[config.mk]
export PLATFORM = sky130hd
export DESIGN_NAME = io_bus_arbiter
export DESIGN_NICKNAME = d
export VERILOG_FILES = /design/src/rtl/io_bus_arbiter.sv
export SDC_FILE = /design/constraint.sdc
export NUM_CORES = 1
export LEC_CHECK = 0
export ABC_AREA = 1
export BUFFER_PORTS_ARGS = -buffer_cell sky130_fd_sc_hd__buf_2
export CORE_ASPECT_RATIO = 0.75
export CORE_UTILIZATION = 50
export CTS_CLUSTER_DIAMETER = 60
export DETAILED_ROUTE_END_ITERATION = 8
export GPL_TIMING_DRIVEN = 0
export PLACE_DENSITY = 0.83
export SETUP_SLACK_MARGIN = 0.5
export SLEW_MARGIN = 20
export SYNTH_ARGS = -nofsm -noshare
export SYNTH_HDL_FRONTEND = slang
export SYNTH_SLANG_ARGS = --single-unit
[constraint.sdc]
create_clock -name clk -period 2.91 [get_ports clk]
set_input_delay 0.582 -clock clk [delete_from_list [all_inputs] [get_ports clk]]
set_output_delay 0.582 -clock clk [all_outputs]
set_load 0.02 [all_outputs]
[src/rtl/io_bus_arbiter.sv]
// io_bus_arbiter: round-robin owner selection for a shared IO bus with locked bursts,
// one-cycle writes, two-cycle reads and one-hot peripheral enable decode.
module io_bus_arbiter #(
  parameter int CPU_WIDTH = 16,
  parameter int REQ_NUM   = 4,
  parameter int DEV_NUM   = 3,
  parameter int HOLD_MAX  = 8
) (
  input  logic                           clk,
  input  logic                           rst,
  input  logic [REQ_NUM-1:0]             req,
  input  logic [REQ_NUM*CPU_WIDTH-1:0]   req_addr,
  input  logic [REQ_NUM-1:0]             req_ctrl,
  input  logic [REQ_NUM-1:0]             lock,
  output logic [REQ_NUM-1:0]             gnt,
  output logic [REQ_NUM-1:0]             done,
  output logic                           err,
  output logic [CPU_WIDTH-1:0]           bus_addr,
  output logic                           bus_ctrl,
  output logic [DEV_NUM-1:0]             dev_en,
  output logic                           busy
);
  localparam int IW = REQ_NUM > 1 ? $clog2(REQ_NUM) : 1;
  localparam int HW = HOLD_MAX > 1 ? $clog2(HOLD_MAX) : 1;
  typedef enum logic [1:0] {IDLE, XFER, RWAIT} state_t;
  state_t state_q, state_d;
  logic [IW-1:0] win_q, win_d, last_q, last_d, pick_c, cand_c;
  logic [HW-1:0] hold_q, hold_d;
  logic [CPU_WIDTH-1:0] addr_q, addr_d;
  logic ctrl_q, ctrl_d;
  logic [CPU_WIDTH-1:0] addr_arr [REQ_NUM];
  logic [1:0] dev_idx;
  logic dev_ok, done_c, relock_c;
  for (genvar g = 0; g < REQ_NUM; g++) begin : g_addr
    assign addr_arr[g] = req_addr[g*CPU_WIDTH +: CPU_WIDTH];
  end
  // Scan from the farthest candidate down so the nearest requester after last wins.
  always_comb begin
    pick_c = last_q;
    cand_c = '0;
    for (int k = REQ_NUM; k >= 1; k--) begin
      cand_c = IW'((int'(last_q) + k) % REQ_NUM);
      if (req[cand_c]) pick_c = cand_c;
    end
  end
  assign busy     = state_q != IDLE;
  assign done_c   = (state_q == XFER && ctrl_q) || state_q == RWAIT;
  assign relock_c = lock[win_q] && req[win_q] && int'(hold_q) < HOLD_MAX - 1;
  assign dev_idx  = addr_q[CPU_WIDTH-1 -: 2];
  assign dev_ok   = int'(dev_idx) < DEV_NUM;
  assign bus_addr = addr_q;
  assign bus_ctrl = ctrl_q;
  assign gnt      = busy ? REQ_NUM'(1) << win_q : '0;
  assign done     = done_c ? REQ_NUM'(1) << win_q : '0;
  assign dev_en   = (busy && dev_ok) ? DEV_NUM'(1) << dev_idx : '0;
  assign err      = done_c && !dev_ok;
  always_comb begin
    state_d = state_q;
    win_d   = win_q;
    addr_d  = addr_q;
    ctrl_d  = ctrl_q;
    last_d  = last_q;
    hold_d  = hold_q;
    if (state_q == IDLE) begin
      if (|req) begin
        state_d = XFER;
        win_d   = pick_c;
        addr_d  = addr_arr[pick_c];
        ctrl_d  = req_ctrl[pick_c];
      end
    end else if (!done_c) begin
      state_d = RWAIT;
    end else if (relock_c) begin
      state_d = XFER;
      addr_d  = addr_arr[win_q];
      ctrl_d  = req_ctrl[win_q];
      hold_d  = hold_q + 1'b1;
    end else begin
      state_d = IDLE;
      last_d  = win_q;
      hold_d  = '0;
    end
  end
  always_ff @(posedge clk) begin
    if (rst) begin
      state_q <= IDLE;
      win_q   <= '0;
      addr_q  <= '0;
      ctrl_q  <= 1'b0;
      last_q  <= IW'(REQ_NUM - 1);
      hold_q  <= '0;
    end else begin
      state_q <= state_d;
      win_q   <= win_d;
      addr_q  <= addr_d;
      ctrl_q  <= ctrl_d;
      last_q  <= last_d;
      hold_q  <= hold_d;
    end
  end
endmodule

# [Yosys cells after proc, flatten, opt, wreduce, memory -nomap -nowiden]
# Cells that the tools add are included.
[totals] reg_bits=26 input_bits=78 output_inout_bits=30 elab_cells=88
[classes] add_sub_neg=5 n_lt_le_gt_ge=10 n_eq_ne=3 n_shift=2 muxes=42 bitwise=4 n_reduce_logical=16
[op_table] op="$mux 16" n=8
[op_table] op="$bmux 16 s2" n=2
[op_table] op="$lt 2x3->1 const B" n=6
[op_table] op="$bmux 1 s2" n=8
[op_table] op="$mux 2" n=7
[op_table] op="$mux 1" n=13
[op_table] op="$mux 4" n=2
[op_table] op="$ge 3x3->1 const B" n=2
[op_table] op="$mux 3" n=2
[op_table] op="$not 2->3" n=2
[op_table] op="$reduce_and 3->1" n=2
[op_table] op="$reduce_bool 2->1" n=3
[op_table] op="$logic_and 1x1->1" n=5
[op_table] op="$add 2x1->2 const B" n=2
[op_table] op="$add 2x2->2 const B" n=2
[op_table] op="$reduce_and 2->1" n=2
[op_table] op="$reduce_or 4->1" n=1
[op_table] op="$shl 1x2->4 const A" n=1
[op_table] op="$add 3x1->3 const B" n=1
[op_table] op="$lt 3x3->1 const B" n=1
[op_table] op="$shl 1x2->3 const A" n=1
[op_table] op="$eq 2x1->1 const B" n=1
[op_table] op="$eq 2x2->1 const B" n=1
[op_table] op="$logic_not 2->1" n=1
[op_table] op="other kinds (5)" n=6

# [Longest topological paths before layout]
[depth] depth_word=13 depth_mapped=18 mapped_depth_nobuf=16

# [Least setup slack after synthesis]
# Ideal clock, no wire load.
[synth_path] path_type="register to output" from="register ctrl_q, in the netlist bus_ctrl" to="output err" arrival_ns=1.318 t_required_ns=2.328 path_slack_ns=1.010 stages_incl_launch_ff=5 n_path_buf=0 cell_sequence="dfxtp_1 -> inv_1 -> o21ai_0 -> nand2_1 -> nor3_1"
[synth_between] elab_chain_cells=3
[synth_lines] item="start, declared" line_no="30" source="logic ctrl_q, ctrl_d;"
[synth_lines] item="start signal, assigned" line_no="96" source="ctrl_q <= ctrl_d;"
[synth_lines] item="$logic_and 1x1->1" line_no="47" source="assign done_c = (state_q == XFER && ctrl_q) || state_q == RWAIT;"
[synth_lines] item="$logic_or 1x1->1" line_no="47"
[synth_lines] item="$logic_and 1x1->1" line_no="56" source="assign err = done_c && !dev_ok;"
[synth_lines] item="end, declared" line_no="17" source="output logic err,"
# No other way between the ends.

# [Worst setup path after layout]
[layout_path] from="register state_q[1]" to="output busy"
[layout_between] elab_chain_cells=1
[layout_lines] item="start, declared" line_no="26" source="state_t state_q, state_d;"
[layout_lines] item="start signal, assigned" line_no="93" source="state_q <= state_d;"
[layout_lines] item="$reduce_bool 2->1" line_no="46" source="assign busy = state_q != IDLE;"
[layout_lines] item="end, declared" line_no="21" source="output logic busy"
# No other way between the ends.

==> results.toml <==
[worst_setup_path]
arrival_ns = 1.76
startpoint_type = "flip-flop"
crit_required_ns = 2.33
worstSetupEndpointType = "primary output"
largest_fanout_on_the_critical_path = 10
timing_worst_setup_path_type = "reg2out"

[power_and_ir_drop]
clockPowerShare_pct = 8.1
cellInternalPower_mw = 1.73
power_leakage_nw = 1.93
power.share.switching_pct = 55.6
seq_power_share_pct = 15.0
irDropWorstVdd_v = 0.000609
powerDensity_mw_per_mm2 = 1170
fin_total_pwr_mw = 3.90
switching_power_mw = 2.17
share_comb_of_total_power_pct = 76.9

[clock_tree]
worst_setup_hold_path_clk_slew_ns = 0.11
clk_latency_ns = 0.28
clock-root-buffer = "sky130_fd_sc_hd__clkbuf_8"
clock_tree_from_tritoncts = "yes"
post-cts-setup-buffer-count = 0
cts.repair.resized = 2
cts_hold_buf = 0
h-tree-depth = 1
cts.sink_count = 26
cts_inserted_buffers = 3
clock_tree.buffer_depth = 2

[drt]
dr_total_vias = 3614
drt.antenna.violating_nets = 0
drc = 0
drt-initial-drc-count = 483
routed_wire_length_per_instance_um = 14.1
routed_wl_um = 9100
detailedRoute.firstPassIterationCount = 6
drt-vias-per-instance = 5.59

[synthesis]
yosys_register_bits = 26
synth-compound-area-share_pct = 8.77
yosys.area_share.xor_xnor_pct = 0
ys_types = 32
adder_and_majority_gate_portion_of_the_synthesized_area_pct = 0.477
muxShareOfSynthArea_pct = 0
synthesis.nets = 543
synth-simple-area-share_pct = 55.2
syn_area_sq_mm = 0.00263
syn-mean-instance-area_sq_um = 5.66
synth_top_family_by_area = "simple AND/OR/NAND/NOR gates"
synth_seq_area_share_pct = 19.8
synthCells = 464
yosys_warning_count = 0

[layout]
layout-area-overhead-vs-synth_pct = 26.5
fin_util_pct = 66.6
layout.cells.most_common = "sky130_fd_sc_hd__nand2_1"
nets = 654
most-common-layout-cells = "sky130_fd_sc_hd__nand2_1, sky130_fd_sc_hd__buf_2, sky130_fd_sc_hd__nand3_1"
final_cell_area_sq_mm = 0.00332
post_layout_nonfiller_instances = 646
num_antenna_cells = 0
drive_gt1_share_pct = 27.4

[floorplanning]
initial_utilization_pct = 52.7
i_o_pin_count = 108
design.die.area_sq_mm = 0.00555
fp.dieW_um = 85.7
dieHeight_um = 64.8
row_count = 22
core_region_area_sq_mm = 0.00498

[global_routing]
first_global_vias = 3064
grt_antenna_before_repair = 0
grt_max_degree = 16
global_route_wire_length_before_repair_um = 14300
grt_util_all_layers_pct = 32.4
grt.overflow.total = 0

[place]
dp_hpwl_um = 6910
routabilityCongestion = 0.944
dp.cells = 642
pre_cts_slack_ns = 0.724
portbufs = 106
placedInstanceArea_sq_mm = 0.00325

[status]
outcome = "complete, no violations"

[sta]
report.final.slew_viol_count = 0
report.final.hold_viol_count = 0
fmax_ghz = 0.427
setup-violations-final = 0
finalWorstPathRequiredPeriod_ns = 2.34
worst_margin_pin_slew_ns = 0.567
slew-limit-headroom_pct = 62.2
layout_worst_path_cycle_share_pct = 80.5
final.setup.worst_slack_ns = 0.567
tns_ns = 0
grt_setup_unrepaired = "no"
final.hold.worst_slack_ns = 0.498
clock_skew_ns = 0.00893

[job]
drv.max_cap_violation_count = 0

[hold_path]
holdCritPathClass = "reg2reg"
[power groups by stage]
stage | clock network (mW) | registers, mW | logic [mW]
3_5_place_dp | 0 | 0.588 | 2.90
5_1_grt | 0.329 | 0.599 | 3.27
3_3_place_gp | 0 | 0.586 | 2.85
4_1_cts | 0.312 | 0.582 | 2.92
2_1_floorplan | 0 | 0.712 | 2.04
6_report | 0.316 | 0.584 | 3.00
[critical path, stage by stage, from the launching register on]
cell	delay, ns
sky130_fd_sc_hd__dfxtp_1	0.36
sky130_fd_sc_hd__nor2_2	0.08
sky130_fd_sc_hd__inv_1	0.07
sky130_fd_sc_hd__buf_2	0.22
sky130_fd_sc_hd__clkbuf_1	0.47
sky130_fd_sc_hd__buf_2	0.27
[layer usage]
metal / global-route usage, % / up-vias / wire [um]
met4: 10.8 / 0 / 170
met1: 45.8 / 1589 / 3860
met3: 5.99 / 31 / 1140
met5: 0 / - / 0
met2: 49.5 / 258 / 3930
li1: - / 1736 / -
[state kept, by name, summed over array words and instances (netlist names)]
register  count
state_q       2
last_q        2
bus_ctrl      1
win_q         2
hold_q        3
bus_addr     16
[synth_stat cells]
master	count	share of area, %
sky130_fd_sc_hd__inv_8	1	0.43
sky130_fd_sc_hd__buf_2	8	1.5
sky130_fd_sc_hd__clkinv_4	1	0.33
sky130_fd_sc_hd__dfxtp_1	26	20
sky130_fd_sc_hd__o21ai_1	4	0.76
sky130_fd_sc_hd__nor2_2	1	0.24
sky130_fd_sc_hd__and3_1	1	0.24
sky130_fd_sc_hd__o211ai_1	2	0.57
sky130_fd_sc_hd__a22oi_1	9	2.6
sky130_fd_sc_hd__nand3_4	1	0.67
sky130_fd_sc_hd__nand2_4	3	1.3
sky130_fd_sc_hd__inv_4	1	0.24
sky130_fd_sc_hd__a21oi_1	5	0.95
sky130_fd_sc_hd__inv_1	50	7.1
sky130_fd_sc_hd__buf_6	4	1.7
sky130_fd_sc_hd__nor3_1	4	0.76
sky130_fd_sc_hd__buf_8	1	0.57
sky130_fd_sc_hd__nand2_1	157	22
sky130_fd_sc_hd__nand4_1	15	3.6
sky130_fd_sc_hd__nor2_1	13	1.9
sky130_fd_sc_hd__a211oi_1	1	0.29
sky130_fd_sc_hd__nand2_8	2	1.5
sky130_fd_sc_hd__clkbuf_1	7	1.0
sky130_fd_sc_hd__o21ai_0	16	3.1
sky130_fd_sc_hd__o221ai_1	1	0.33
sky130_fd_sc_hd__ha_1	1	0.48
sky130_fd_sc_hd__nand2_2	10	2.4
sky130_fd_sc_hd__a31oi_1	1	0.24
sky130_fd_sc_hd__nor4_1	1	0.24
sky130_fd_sc_hd__nand3_1	105	20
sky130_fd_sc_hd__buf_4	7	2.0
sky130_fd_sc_hd__inv_2	5	0.72
[final cells by class]
type	count	area (sq um)
Buffer	27	181
Clock buffer	3	41.3
Clock inverter	1	30.0
Fill cell	474	1660
Inverter	58	233
Multi-Input combinational cell	353	1690
Sequential cell	26	520
Tap cell	72	90.1
Timing Repair Buffer	106	531
[worst paths after layout]
path                              end               startpoint  slack, ns  cells past startpoint
min            hold_q[1]$_SDFFE_PP0P_   hold_q[1]$_SDFFE_PP0P_       0.50                      2
max                              busy  state_q[1]$_SDFFE_PP0P_       0.57                      5
min reg2reg    hold_q[1]$_SDFFE_PP0P_   hold_q[1]$_SDFFE_PP0P_       0.50                      2
max reg2reg  bus_addr[5]$_SDFFE_PP0P_    bus_ctrl$_SDFFE_PP0P_       0.89                     10
[cells by family (layout without fill, tap and decap cells)]
logic type,after synthesis,count (layout)
flops,26,26
simple gates,313,313
compound gates,39,39
fa+ha+maj,1,1
buf+inv,85,195
No activity file was read; power rests on OpenSTA's default activity.
